<file path="src/rtl/uart_tx_arb.sv">
// Message-granular round-robin arbiter that lets NUM_REQ byte sources share
// one UART transmitter, launching one byte per utx_en pulse.
module uart_tx_arb #(
    parameter int NUM_REQ = 4,
    parameter int IDX_W   = $clog2(NUM_REQ)
) (
    input  logic                 clk,
    input  logic                 rst,
    input  logic [NUM_REQ-1:0]   s_valid,
    input  logic [8*NUM_REQ-1:0] s_data,
    input  logic [NUM_REQ-1:0]   s_last,
    output logic [NUM_REQ-1:0]   s_ready,
    output logic                 utx_en,
    output logic [7:0]           utx_data,
    input  logic                 utx_busy,
    output logic [NUM_REQ-1:0]   grant,
    output logic [IDX_W-1:0]     grant_idx
);

    typedef enum logic [1:0] {
        IDLE,
        SEND,
        WAIT
    } state_t;

    state_t           state;
    logic             done;
    logic [IDX_W-1:0] last_owner;
    logic [IDX_W-1:0] winner;
    logic [IDX_W-1:0] cand;
    logic [7:0]       s_bytes [NUM_REQ];
    logic             in_send;
    logic             xfer;

    always_comb begin
        for (int i = 0; i < NUM_REQ; i++) begin
            s_bytes[i] = s_data[8*i +: 8];
        end
    end

    // Scan from the farthest candidate back to the nearest one after
    // last_owner; the final hit is the round-robin winner.
    always_comb begin
        // NOTE: every combinational output gets a default first so no latch is inferred.
        winner = '0;
        cand   = '0;
        for (int k = NUM_REQ; k >= 1; k--) begin
            cand = IDX_W'((int'(last_owner) + k) % NUM_REQ);
            if (s_valid[cand]) begin
                winner = cand;
            end
        end
    end

    assign in_send  = (state == SEND);
    assign xfer     = in_send && s_valid[grant_idx] && !utx_busy;
    assign utx_en   = xfer;
    assign utx_data = in_send ? s_bytes[grant_idx] : 8'h00;
    // grant is one-hot while sending, so it doubles as the ready mask.
    assign s_ready  = (in_send && !utx_busy) ? grant : '0;

    // NOTE: sequential state uses non-blocking assignments so every flop samples pre-edge values.
    always_ff @(posedge clk or posedge rst) begin
        if (rst) begin
            state      <= IDLE;
            grant      <= '0;
            grant_idx  <= '0;
            done       <= 1'b0;
            last_owner <= IDX_W'(NUM_REQ - 1);
        end else begin
            case (state)
                IDLE: begin
                    if (|s_valid) begin
                        grant     <= NUM_REQ'(1) << winner;
                        grant_idx <= winner;
                        state     <= SEND;
                    end
                end
                SEND: begin
                    if (xfer) begin
                        done  <= s_last[grant_idx];
                        state <= WAIT;
                    end
                end
                WAIT: begin
                    // One idle cycle lets the transmitter raise utx_busy.
                    if (done) begin
                        state      <= IDLE;
                        last_owner <= grant_idx;
                        grant      <= '0;
                        grant_idx  <= '0;
                        done       <= 1'b0;
                    end else begin
                        state <= SEND;
                    end
                end
                default: state <= IDLE;
            endcase
        end
    end

endmodule
</file>
<file path="config.mk">
export PLATFORM = sky130hd
export DESIGN_NAME = uart_tx_arb
export DESIGN_NICKNAME = d
export VERILOG_FILES = /design/src/rtl/uart_tx_arb.sv
export SDC_FILE = /design/constraint.sdc
export NUM_CORES = 1
export LEC_CHECK = 0
export CAP_MARGIN = 25
export CORE_MARGIN = 2
export CORE_UTILIZATION = 31
export CTS_CLUSTER_SIZE = 25
export DETAILED_ROUTE_END_ITERATION = 16
export GPL_ROUTABILITY_DRIVEN = 0
export HOLD_SLACK_MARGIN = 0.08
export PLACE_DENSITY = 0.83
export SLEW_MARGIN = 10
export SYNTH_ARGS = -nofsm -noshare
export SYNTH_HDL_FRONTEND = slang
export SYNTH_SLANG_ARGS = --single-unit
</file>
<file path="constraint.sdc">
create_clock -name clk -period 1.6 [get_ports clk]
set_clock_uncertainty 0.15 [all_clocks]
set_input_delay 0.16 -clock clk [delete_from_list [all_inputs] [get_ports clk]]
set_output_delay 0.16 -clock clk [all_outputs]
set_load 0.005 [all_outputs]
</file>
==> results.cfg <==
[timing]
rsz0062_at_grt = yes
tightest_slew_ps = 434.2
finalHoldViolations = 0
setup_ws_ps = -424.3
slew_viol_final = 0
min_period_ps = 2024
maxSlewHeadroom_pct = 71.02
setup-violations-final = 15
fin_crit_sh_pct = 126.5
max_freq_mhz = 494.0
fin_tns_setup_ps = -4399

[final_layout]
n_antenna_cell = 0
nets = 221
fillers = 199
final_area_um2 = 1898
syn2layout_area_growth_pct = 119.5
drive_gt1_share_pct = 46.89

[clock_tree]
htreeDepth = 1
cts_max_path_buffers = 2
cts_sinks = 11
cts_buffers = 3
clock_latency_ps = 280
cts_tree = built
clk_pin_slew_ps = 80
root_buffer = clkbuf_4

[floorplan]
core_area_um2 = 2710
ios = 62
fp.dieW_um = 56.81
start_util_pct = 31.90
core.rowCount = 19
die-height_um = 56.81
dieArea_um2 = 3227

[setup_path]
r2r_end = done
crit_path_start_kind = register
critPathArrivalTime_ps = 1710
r2r_cells = 7
r2r-start = grant_idx[0]
rrSetupSlack_ps = -330
critPathCaptureType = output pin
required_ps = 1290
critPathKind = register to output pin
critPathMaxFanout = 5

[logic_synthesis]
synth.distinct_cells = 28
ys_async_sr_fraction_pct = 100.0
syn_inst = 77
synth_edf_count = 0
netlist_area_um2 = 864.6
synth_top_flop_cell = dfrtp_1
netlist.top_cell.by_area = dfrtp_1
ys_ff_latch = 11
synth.area.top_cells = dfrtp_1 26%, mux4_2 26%, nor2b_1 6.5%, dfstp_2 6.1%, a22o_1 5.1%
synth_warnings = 0
synth_nets = 120
syn_area_per_cell_um2 = 11.23
synth_common_cells = 10 x mux4_2, 9 x dfrtp_1, 9 x nor2b_1, 6 x and2_1
yosysTopAreaCellShare_pct = 26.05
yosysSeqAreaShare_pct = 32.13
synth_most_common_cell = mux4_2

[status]
violations = negative setup slack
status = complete, but fails checks

[global_route]
grt_pass1_vias = 1183
antenna_found_initial = 0
grt_overflow = 0
grtUsageTotal_pct = 21.71
grt_pass1_wl_um = 5347
grt_start_max_net_pins = 12

[route]
avgRoutedWirePerCell_um = 16.97
first_pass_iters = 4
drtIter0Drc = 25
avgViaCountPerCell = 5.101
num_vias = 1061
finalWirelength_um = 3529
drtAntennaViolNets = 0
drcViolationCount = 0

[pwr]
vdd_drop_max_mv = 1.101
power.density_nw_per_um2 = 1494
p_leak_nw = 0.8771
report.power.total_mw = 2.835

[place]
placement.cell_area_um2 = 1640
io_buffers = 61
place_hpwl_um = 2483

[min_path]
hold_class = input pin to register
holdPathStages = 5
hold_start = s_valid[0]
hold_path_end = state[0]

[run]
drv_cap = 0
per-layer routing:
metal	share of wire (%)	GRT usage [%]	vias up
met4	1.4	5.316	0
met3	8.2	7.604	4
met2	52	39.20	57
met5	0	0	-
met1	38	24.24	507
li1	-	-	493
through the flow:
step / util, % / setup slack [ps] / hold slack (ps) / cells
global placement: 60.53 / -422.7 / 322.2 / 185
global route: 70.04 / -490.2 / 338.1 / 208
floorplan: - / 13.95 / -139.0 / 77
finish: 70.04 / -424.3 / 317.4 / 208
CTS: 68.28 / -416.4 / 394.6 / 206
detailed placement: 60.53 / -443.6 / 329.6 / 185
what timing repair did:
action,CTS,global route
pin swaps,5,7
endpoints found under the hold margin,9,0
setup buffers,16,5
hold buffers,1,0
resized for setup,82,15
cloned,0,0
endpoints found under the setup margin,24,23
power by group:
part	internal (mW)	switching [mW]	total, mW
clock network	0.0967	0.103	0.200
registers	0.416	0.107	0.523
logic	1.35	0.765	2.11
registers in the layout (all words and copies together), names as in the netlist:
register	flops
grant	4
last_owner	2
done	1
grant_idx	2
state	2
area by class of cell:
cell class / count / area (µm²) / area share (%)
repair buffers: 98 / 920.9 / 48.52
inverters: 3 / 11.26 / 0.5933
flip-flops and latches: 11 / 279.0 / 14.70
clock buffers: 4 / 26.28 / 1.384
well taps: 31 / 38.79 / 2.044
multi-input cells: 61 / 621.8 / 32.76
cell usage in the layout (no fill, tap or decap), types with 4 or more instances in the layout:
cell and count:
a22o_1 5, and2_4 6, buf_2 7, buf_4 21, buf_6 20, clkdlybuf4s50_1 42, dfrtp_1 8, dlymetal6s2s_1 4
mux4_2 10, nand2b_1 4, nor2_1 5, nor2b_1 7
critical path, stage by stage, from the launching register on:
cell	delay [ps]
dfrtp_1	430
buf_6	150
buf_4	110
mux4_2	470
nor2b_1	130
buf_2	140
kinds of logic after synthesis:
family,synth area share (%)
mux,28.65
flops,32.13
compound gates,15.20
simple gates,21.71
buf+inv,2.314
worst max-delay path by stage:
stage / slack (ps) / from / to
floorplan: 10 / grant_idx[0] / utx_data[0]
global placement: -420 / s_valid[0] / utx_en
detailed placement: -440 / s_valid[1] / grant[3]
CTS: -420 / grant_idx[0] / utx_en
global route: -490 / grant_idx[0] / utx_data[2]
finish: -420 / grant_idx[0] / utx_data[2]
(Power assumes the default switching activity.)
